**config.mk**
```make
export PLATFORM = sky130hd
export DESIGN_NAME = gb_lcd_capture
export DESIGN_NICKNAME = d
export VERILOG_FILES = /design/src/rtl/gb_lcd_capture.sv
export SDC_FILE = /design/constraint.sdc
export NUM_CORES = 1
export LEC_CHECK = 0
export CAP_MARGIN = 25
export CORE_MARGIN = 1.5
export CORE_UTILIZATION = 60
export DETAILED_ROUTE_END_ITERATION = 7
export PLACE_DENSITY = 0.77
export SYNTH_ARGS = -nofsm -noshare
export SYNTH_HDL_FRONTEND = slang
export SYNTH_SLANG_ARGS = --single-unit
```
**constraint.sdc**
```tcl
create_clock -name CLK_25MHz -period 3.1 [get_ports CLK_25MHz]
set_clock_uncertainty 0.05 [all_clocks]
set_input_delay 0.465 -clock CLK_25MHz [delete_from_list [all_inputs] [get_ports CLK_25MHz]]
set_output_delay 0.465 -clock CLK_25MHz [all_outputs]
set_load 0.02 [all_outputs]
```
**src/rtl/gb_lcd_capture.sv**
```systemverilog
// Game Boy LCD bus capture: synchronises the raw GB LCD signals into CLK_25MHz and turns them
// into linear framebuffer write strobes, frame/line status pulses and an LCD-on level.
module gb_lcd_capture #(
   parameter int unsigned H_PIXELS       = 160,
   parameter int unsigned V_PIXELS       = 144,
   parameter int unsigned ADDR_W         = 15,
   parameter int unsigned TIMEOUT_CYCLES = 50000
) (
   input  logic              CLK_25MHz,
   input  logic              RST_N,
   input  logic [1:0]        GB_DAT,
   input  logic              GB_HSYNC,
   input  logic              GB_VSYNC,
   input  logic              GB_PX_CLK,
   output logic              wr_en,
   output logic [ADDR_W-1:0] wr_addr,
   output logic [1:0]        wr_data,
   output logic              frame_start,
   output logic              frame_done,
   output logic              line_err,
   output logic              lcd_on
);

   localparam int unsigned     ToW    = $clog2(TIMEOUT_CYCLES + 1);
   localparam logic [7:0]      HLim   = 8'(H_PIXELS);
   localparam logic [7:0]      VLim   = 8'(V_PIXELS);
   localparam logic [7:0]      CntOne = 8'd1;
   localparam logic [ADDR_W-1:0] HStep   = ADDR_W'(H_PIXELS);
   localparam logic [ADDR_W-1:0] AddrOne = ADDR_W'(1);
   localparam logic [ToW-1:0]  ToMax  = ToW'(TIMEOUT_CYCLES);
   localparam logic [ToW-1:0]  ToLast = ToW'(TIMEOUT_CYCLES - 1);
   localparam logic [ToW-1:0]  ToOne  = ToW'(1);

   typedef enum logic [1:0] {StLcdOff, StWaitFrame, StCapture} state_e;

   // [0],[1] are the synchroniser, [2] is the edge-detect history; VSYNC and data are only
   // used as levels, so they stop at the second stage but stay aligned with the clock path.
   logic [2:0] px_sync_q, hs_sync_q;
   logic [1:0] vs_sync_q;
   logic [1:0] dat_s1_q, dat_s2_q;

   state_e            state_q;
   logic [7:0]        x_cnt_q, y_cnt_q;
   logic [ADDR_W-1:0] addr_cnt_q, line_base_q;
   logic              ovr_q;
   logic [ToW-1:0]    to_cnt_q;
   logic              lcd_on_q, wr_en_q, frame_start_q, frame_done_q, line_err_q;
   logic [ADDR_W-1:0] wr_addr_q;
   logic [1:0]        wr_data_q;

   logic              px_fall, hs_rise, vs_now;
   logic              line_evt, restart, pix_ok, last_px, timeout;
   logic [7:0]        x_ln, y_ln;
   logic [ADDR_W-1:0] addr_ln, base_ln;

   always_ff @(posedge CLK_25MHz or negedge RST_N) begin
      if (!RST_N) begin
         px_sync_q <= '0;
         hs_sync_q <= '0;
         vs_sync_q <= '0;
         dat_s1_q  <= '0;
         dat_s2_q  <= '0;
      end else begin
         px_sync_q <= {px_sync_q[1:0], GB_PX_CLK};
         hs_sync_q <= {hs_sync_q[1:0], GB_HSYNC};
         vs_sync_q <= {vs_sync_q[0], GB_VSYNC};
         dat_s1_q  <= GB_DAT;
         dat_s2_q  <= dat_s1_q;
      end
   end

   assign px_fall = px_sync_q[2] & ~px_sync_q[1];
   assign hs_rise = hs_sync_q[1] & ~hs_sync_q[2];
   assign vs_now  = vs_sync_q[1];

   // Line event is resolved first so a pixel arriving in the same cycle lands at x=0.
   always_comb begin
      line_evt = hs_rise && ((state_q == StWaitFrame && vs_now) || state_q == StCapture);
      restart  = line_evt && vs_now;
      x_ln     = x_cnt_q;
      y_ln     = y_cnt_q;
      addr_ln  = addr_cnt_q;
      base_ln  = line_base_q;
      if (restart) begin
         x_ln    = '0;
         y_ln    = '0;
         addr_ln = '0;
         base_ln = '0;
      end else if (line_evt) begin
         x_ln    = '0;
         y_ln    = y_cnt_q + CntOne;
         base_ln = line_base_q + HStep;
         addr_ln = line_base_q + HStep;
      end
      pix_ok  = px_fall && (state_q == StCapture || line_evt) && (x_ln < HLim) && (y_ln < VLim);
      last_px = (x_ln == HLim - CntOne) && (y_ln == VLim - CntOne);
      timeout = (to_cnt_q == ToLast) && !px_fall;
   end

   always_ff @(posedge CLK_25MHz or negedge RST_N) begin
      if (!RST_N) begin
         state_q       <= StLcdOff;
         x_cnt_q       <= '0;
         y_cnt_q       <= '0;
         addr_cnt_q    <= '0;
         line_base_q   <= '0;
         ovr_q         <= 1'b0;
         to_cnt_q      <= '0;
         lcd_on_q      <= 1'b0;
         wr_en_q       <= 1'b0;
         wr_addr_q     <= '0;
         wr_data_q     <= '0;
         frame_start_q <= 1'b0;
         frame_done_q  <= 1'b0;
         line_err_q    <= 1'b0;
      end else begin
         wr_en_q       <= 1'b0;
         frame_start_q <= 1'b0;
         frame_done_q  <= 1'b0;
         line_err_q    <= 1'b0;

         if (px_fall) begin
            to_cnt_q <= '0;
         end else if (to_cnt_q != ToMax) begin
            to_cnt_q <= to_cnt_q + ToOne;
         end

         if (timeout) begin
            state_q  <= StLcdOff;
            lcd_on_q <= 1'b0;
         end else begin
            unique case (state_q)
               StLcdOff: begin
                  if (px_fall) begin
                     lcd_on_q <= 1'b1;
                     state_q  <= StWaitFrame;
                  end
               end
               StWaitFrame, StCapture: begin
                  if (line_evt) begin
                     line_err_q    <= (state_q == StCapture) && ((x_cnt_q != HLim) || ovr_q);
                     ovr_q         <= 1'b0;
                     x_cnt_q       <= x_ln;
                     y_cnt_q       <= y_ln;
                     addr_cnt_q    <= addr_ln;
                     line_base_q   <= base_ln;
                     frame_start_q <= restart;
                     state_q       <= StCapture;
                  end
                  if (px_fall && (state_q == StCapture || line_evt)) begin
                     if (pix_ok) begin
                        wr_en_q    <= 1'b1;
                        wr_addr_q  <= addr_ln;
                        wr_data_q  <= dat_s2_q;
                        x_cnt_q    <= x_ln + CntOne;
                        addr_cnt_q <= addr_ln + AddrOne;
                        if (last_px) begin
                           frame_done_q <= 1'b1;
                           state_q      <= StWaitFrame;
                        end
                     end else begin
                        ovr_q <= 1'b1;
                     end
                  end
               end
               default: state_q <= StLcdOff;
            endcase
         end
      end
   end

   assign wr_en       = wr_en_q;
   assign wr_addr     = wr_addr_q;
   assign wr_data     = wr_data_q;
   assign frame_start = frame_start_q;
   assign frame_done  = frame_done_q;
   assign line_err    = line_err_q;
   assign lcd_on      = lcd_on_q;

endmodule
```
Word-level counts from Yosys, hierarchy flattened
Index checks and enable logic that the tools add are counted.
{"block": "word_totals", "in_bits": 7, "reg_bits": 99, "word_cells": 104}
{"block": "classes", "mux": 43, "order_cmp": 2, "n_addsub": 5, "reduce_logical": 22, "eq_ne": 8, "bitwise_logic": 5}
{"op": "15-bit two-way mux", "count": 6}
{"op": "8-bit two-way mux", "count": 7}
{"op": "16-bit two-way mux", "count": 2}
{"op": "1-bit two-way mux", "count": 21}
{"op": "16-bit by 1-bit adder with 16-bit output (second input constant)", "count": 1}
{"op": "8-bit by 1-bit adder with 8-bit output (second input constant)", "count": 2}
{"op": "16-bit equality test (second input constant)", "count": 1}
{"op": "8-bit equality test (second input constant)", "count": 2}
{"op": "8-bit < comparator (second input constant)", "count": 2}
{"op": "16-bit inequality test (second input constant)", "count": 1}
{"op": "15-bit by 1-bit adder with 15-bit output (second input constant)", "count": 1}
{"op": "15-bit by 8-bit adder with 15-bit output (second input constant)", "count": 1}
{"op": "2-bit two-way mux", "count": 6}
{"op": "1-bit logical AND", "count": 9}
{"op": "8-bit inequality test (second input constant)", "count": 1}
{"op": "2-bit nonzero test", "count": 3}
{"op": "2-bit one-hot mux with 2 select lines", "count": 1}
{"op": "2-bit AND reduction", "count": 2}
{"op": "4-bit AND reduction", "count": 1}
{"op": "1-bit logical OR", "count": 3}
{"op": "3-bit inequality test (second input constant)", "count": 1}
{"op": "1-bit inverter", "count": 3}
{"op": "3-bit AND reduction", "count": 1}
{"op": "1-bit AND", "count": 2}
{"op": "5 further kinds", "count": 5}

Depth between registers and ports, before layout
{"block": "depth", "word_depth": 13, "mapped_depth": 13}

Worst setup path after synthesis
OpenSTA, ideal clock, no wires.
{"block": "synth_timing", "kind": "flip-flop to flip-flop", "start": "register state_q[0]", "end": "register addr_cnt_q[10]", "t_arrival_ns": 2.694, "path_slack_ns": 0.270, "required_ns": 2.963, "path_stages_with_launch": 13, "period_less_slack_ns": 2.830, "n_path_buf": 2, "path_cell_list": "dfrtp_1 > inv_1 > ha_1 > buf_4 > a21o_1 > nand2_1 > clkbuf_1 > and2_1 > ha_1 > nand2_1 > a211o_1 > or4_1 > o211ai_1"}
{"item": "start, declared", "line_no": "42", "source": "state_e state_q;"}
{"item": "start signal, assigned", "line_no": "102", "source": "state_q <= StLcdOff;"}
{"item": "start signal, assigned", "line_no": "129", "source": "state_q <= StLcdOff;"}
{"item": "start signal, assigned", "line_no": "136", "source": "state_q <= StWaitFrame;"}
{"item": "2-bit by 1-bit equality test with 1-bit output", "line_no": "78", "source": "line_evt = hs_rise && ((state_q == StWaitFrame && vs_now) || state_q == StCapture);"}
{"item": "1-bit logical AND", "line_no": "78"}
{"item": "1-bit logical OR (*)", "line_no": "78"}
{"item": "1-bit logical AND (*)", "line_no": "78"}
{"item": "15-bit two-way mux / 1-bit logical AND (equally long branches)", "line_no": "89, 79"}
{"item": "15-bit two-way mux (*)", "line_no": "84", "source": "if (restart) begin"}
{"item": "net addr_ln[0]", "line_no": "54", "source": "logic [ADDR_W-1:0] addr_ln, base_ln;"}
{"item": "15-bit by 1-bit adder with 15-bit output (*)", "line_no": "156", "source": "addr_cnt_q <= addr_ln + AddrOne;"}
{"item": "15-bit two-way mux (*)", "line_no": "151", "source": "if (pix_ok) begin"}
{"item": "15-bit two-way mux (*)", "line_no": "150", "source": "if (px_fall && (state_q == StCapture || line_evt)) begin"}
{"item": "end signal, assigned", "line_no": "145", "source": "addr_cnt_q <= addr_ln;"}
{"item": "end signal, assigned", "line_no": "156"}
{"item": "end, declared", "line_no": "44", "source": "logic [ADDR_W-1:0] addr_cnt_q, line_base_q;"}
The timed path passes the listed nets; every way through them passes the cells marked *.
A chain may end at the register's enable or synchronous reset.

Worst setup path in the final report
{"block": "layout_timing", "start": "register state_q[0]", "end": "register addr_cnt_q[14]"}
{"block": "layout_via", "elab_chain_cells": 11}
{"item": "parallel branches: the longest is 11 deep, another holds 15-bit by 1-bit adder with 15-bit output"}
Parallel ways; which one is timed is not known.

==> results.sh <==
export IMPL_outcome="finished clean"
export IMPL_drive_gt1_frac=0.110
export IMPL_port_buffers=28
export IMPL_cts_resized=0
export IMPL_final_cell_mix="dfrtp_1 (94), nand2_1 (54), nor2_1 (38)"
export IMPL_finalPower_w=0.00338
export IMPL_firstDrtPassIters=5
export IMPL_netlist_area_mm2=0.00496
export IMPL_slew_headroom=0.563
export IMPL_clk_pin_slew_ns=0.11
export IMPL_wl_mm=11.2
export IMPL_slew_viol_final=0
export IMPL_routed_via_density=6.23
export IMPL_drt_initial_drc_count=277
export IMPL_cts_buffers=9
export IMPL_fmax_mhz=356
export IMPL_synthDominantCellAreaShare=0.474
export IMPL_hold_ws_ns=0.0761
export IMPL_yosys_cell_types_count=64
export IMPL_fin_nets=558
export IMPL_antenna_found_initial=0
export IMPL_yosys_warnings=0
export IMPL_avgSynthCellArea_um2=9.72
export IMPL_seq_power_share=0.462
export IMPL_insertion_delay_ns=0.38
export IMPL_synth_seq_cells=94
export IMPL_drc_errors=0
export IMPL_clock_sinks=94
export IMPL_cp_start_kind="flip-flop"
export IMPL_drtAntennaViolNets=0
export IMPL_antenna_cells=0
export IMPL_grt_max_degree=95
export IMPL_period_share=0.907
export IMPL_cts_tree="done"
export IMPL_dieHeight_um=94.0
export IMPL_p_sw_w=0.00126
export IMPL_ys_async_sr_fraction=1.00
export IMPL_htree_levels=3
export IMPL_arrival_ns=3.04
export IMPL_cts_root_buf="clkbuf_8"
export IMPL_synth_cells=511
export IMPL_cpPeakStageDelay_ns=0.44
export IMPL_ir_drop_v=0.000470
export IMPL_finalHoldViolCount=0
export IMPL_routedWlPerCell_um=17.3
export IMPL_p_clk_frac=0.233
export IMPL_crit_slowest_cell="dfrtp_1"
export IMPL_synth_area_leaders="dfrtp_1 (47%), nand2_1 (4.2%), o21ai_0 (3.1%), nor2_1 (2.9%), a21oi_1 (2.7%)"
export IMPL_area_delta_synth_final_pct=13.1
export IMPL_die_w_um=94.0
export IMPL_leakage_nw=2.38
export IMPL_gp_congestion=0.856
export IMPL_worstMarginPinSlew_ns=0.648
export IMPL_path_max_fanout=11
export IMPL_cts_buffer_depth=2
export IMPL_path_class="flip-flop to flip-flop"
export IMPL_p_per_area_mw_per_mm2=603
export IMPL_gr_usage_all_layers=0.279
export IMPL_post_cts_setup_buffer_count=0
export IMPL_grt_pass1_wl_mm=19.1
export IMPL_hp_class="input pin to async pin"
export IMPL_synth_nets=528
export IMPL_setup_worst_path_end_class="flip-flop"
export IMPL_synth_flop_cell="dfrtp_1"
export IMPL_p_int_w=0.00212
export IMPL_dieArea_mm2=0.00883
export IMPL_post_route_min_period_ns=2.81
export IMPL_crit_chain="inv_1, ha_2, and4bb_2, buf_4, and3_1, a221o_1, o211ai_1, or3_1, a211oi_1"
export IMPL_core_mm2=0.00789
export IMPL_cap_violations=0
export IMPL_dp_hpwl_mm=7.79
export IMPL_layout_commonest_cell="dfrtp_1"
export IMPL_ys_seq_area_frac=0.474
export IMPL_pin_count=29
export IMPL_start_util=0.629
export IMPL_setup_tns_ns=0
export IMPL_rsz0062_at_grt="no"
export IMPL_num_rows=32
export IMPL_post_route_util=0.712
export IMPL_power_frac_comb=0.306
export IMPL_critPathRequiredTime_ns=3.33
export IMPL_synth_edf_count=0
export IMPL_grt_overflow=0
export IMPL_first_global_vias=3944
export IMPL_switching_share=0.374
export IMPL_via_count=4034
export IMPL_setup_viol=0
export IMPL_synth_top_area_cell="dfrtp_1"
export IMPL_ctsHoldBuffers=0
==> registers in the layout, summed over array words and instances (netlist names) <==
name	count
state_q	2
wr_data	2
px_sync_q	3
wr_en	1
frame_start	1
dat_s2_q	2
line_err	1
x_cnt_q	8
to_cnt_q	16
vs_sync_q	2
addr_cnt_q	15
line_base_q	10
wr_addr	15
hs_sync_q	3
lcd_on	1
ovr_q	1
frame_done	1
dat_s1_q	2
y_cnt_q	8
==> per-layer routing <==
layer  track usage  up-vias  share of wire
li1              -     1925              -
met1         0.393     1997           0.47
met2         0.446      100           0.47
met3        0.0445       12          0.043
met4        0.0896        0          0.014
met5             0        -              0
==> final cells by class <==
class / count / area, µm²
clock buffer: 9 / 124
clock inverter: 7 / 63.8
fill: 596 / 2270
inverter: 9 / 33.8
multi-input combinational: 385 / 2490
sequential: 94 / 2350
tap: 102 / 128
timing repair buffer: 42 / 420
==> synth_stat cells (5+ instances only) <==
master	number
xnor2_1	15
nor2b_1	6
inv_1	9
nand4_1	9
nor3_1	8
a21o_1	5
a211oi_1	5
or2_2	5
and3_1	12
nor2_1	38
and2_1	8
dfrtp_1	94
buf_2	6
nand2b_1	8
a22oi_1	5
ha_1	10
clkbuf_1	13
o211ai_1	7
or3_1	7
and4_1	5
o21ai_0	31
nand2_1	55
mux2_2	11
nand3_1	19
a21oi_1	27
or4_1	7
o31ai_1	6
a211o_1	6
nor4b_1	6
xor2_1	9
==> power by group through the flow <==
stage                     Sequential (W)  Combinational (W)  Clock [W]
after floorplan                  0.00160           0.000613          0
after global placement           0.00157           0.000988          0
after detailed placement         0.00158            0.00102          0
after CTS                        0.00156            0.00103   0.000816
after global routing             0.00159            0.00114   0.000857
final                            0.00156            0.00103   0.000787
==> final timing paths <==
kind / startpoint / endpoint / slack (ns) / cells past startpoint
setup / recovery: state_q[0]$_DFFE_PN0P_ / addr_cnt_q[14]$_DFFE_PN0P_ / 0.29 / 9
hold / removal: RST_N / vs_sync_q[1]$_DFF_PN0_ / 0.08 / 2
setup reg to reg: state_q[0]$_DFFE_PN0P_ / addr_cnt_q[14]$_DFFE_PN0P_ / 0.29 / 9
hold reg to reg: vs_sync_q[0]$_DFF_PN0_ / vs_sync_q[1]$_DFF_PN0_ / 0.31 / 0
max in group asynchronous: RST_N / addr_cnt_q[12]$_DFFE_PN0P_ / 2.53 / 2
min in group CLK_25MHz: vs_sync_q[0]$_DFF_PN0_ / vs_sync_q[1]$_DFF_PN0_ / 0.31 / 0
==> worst max-delay path: cells and delay by family (launching register included) <==
family,cells,cell delay [ns]
adder cells (fa/ha/maj),1,0.32
AND/OR/NAND/NOR,3,0.94
AO/OA/AOI/OAI,3,0.68
flip-flops,1,0.44
buffers and inverters,2,0.29
==> through the flow <==
step / cell area [µm²] / instances / setup slack, ns
after floorplan: 4960 / 511 / 0.270
after global placement: 5420 / 632 / 0.319
after detailed placement: 5420 / 632 / 0.205
after CTS: 5610 / 648 / 0.149
after global routing: 5610 / 648 / 0.0833
final: 5610 / 648 / 0.288
==> cells by family (layout without fill, tap and decap cells) <==
group	Yosys count	after routing	synth area share
AND/OR/NAND/NOR	210	210	0.230
AO/OA/AOI/OAI	128	128	0.173
flip-flops	94	94	0.474
buffers and inverters	32	67	0.0275
XOR/XNOR	24	24	0.0423
multiplexers	13	13	0.0290
adder cells (fa/ha/maj)	10	10	0.0252
Note: power is estimated with default switching activity, not from simulation.
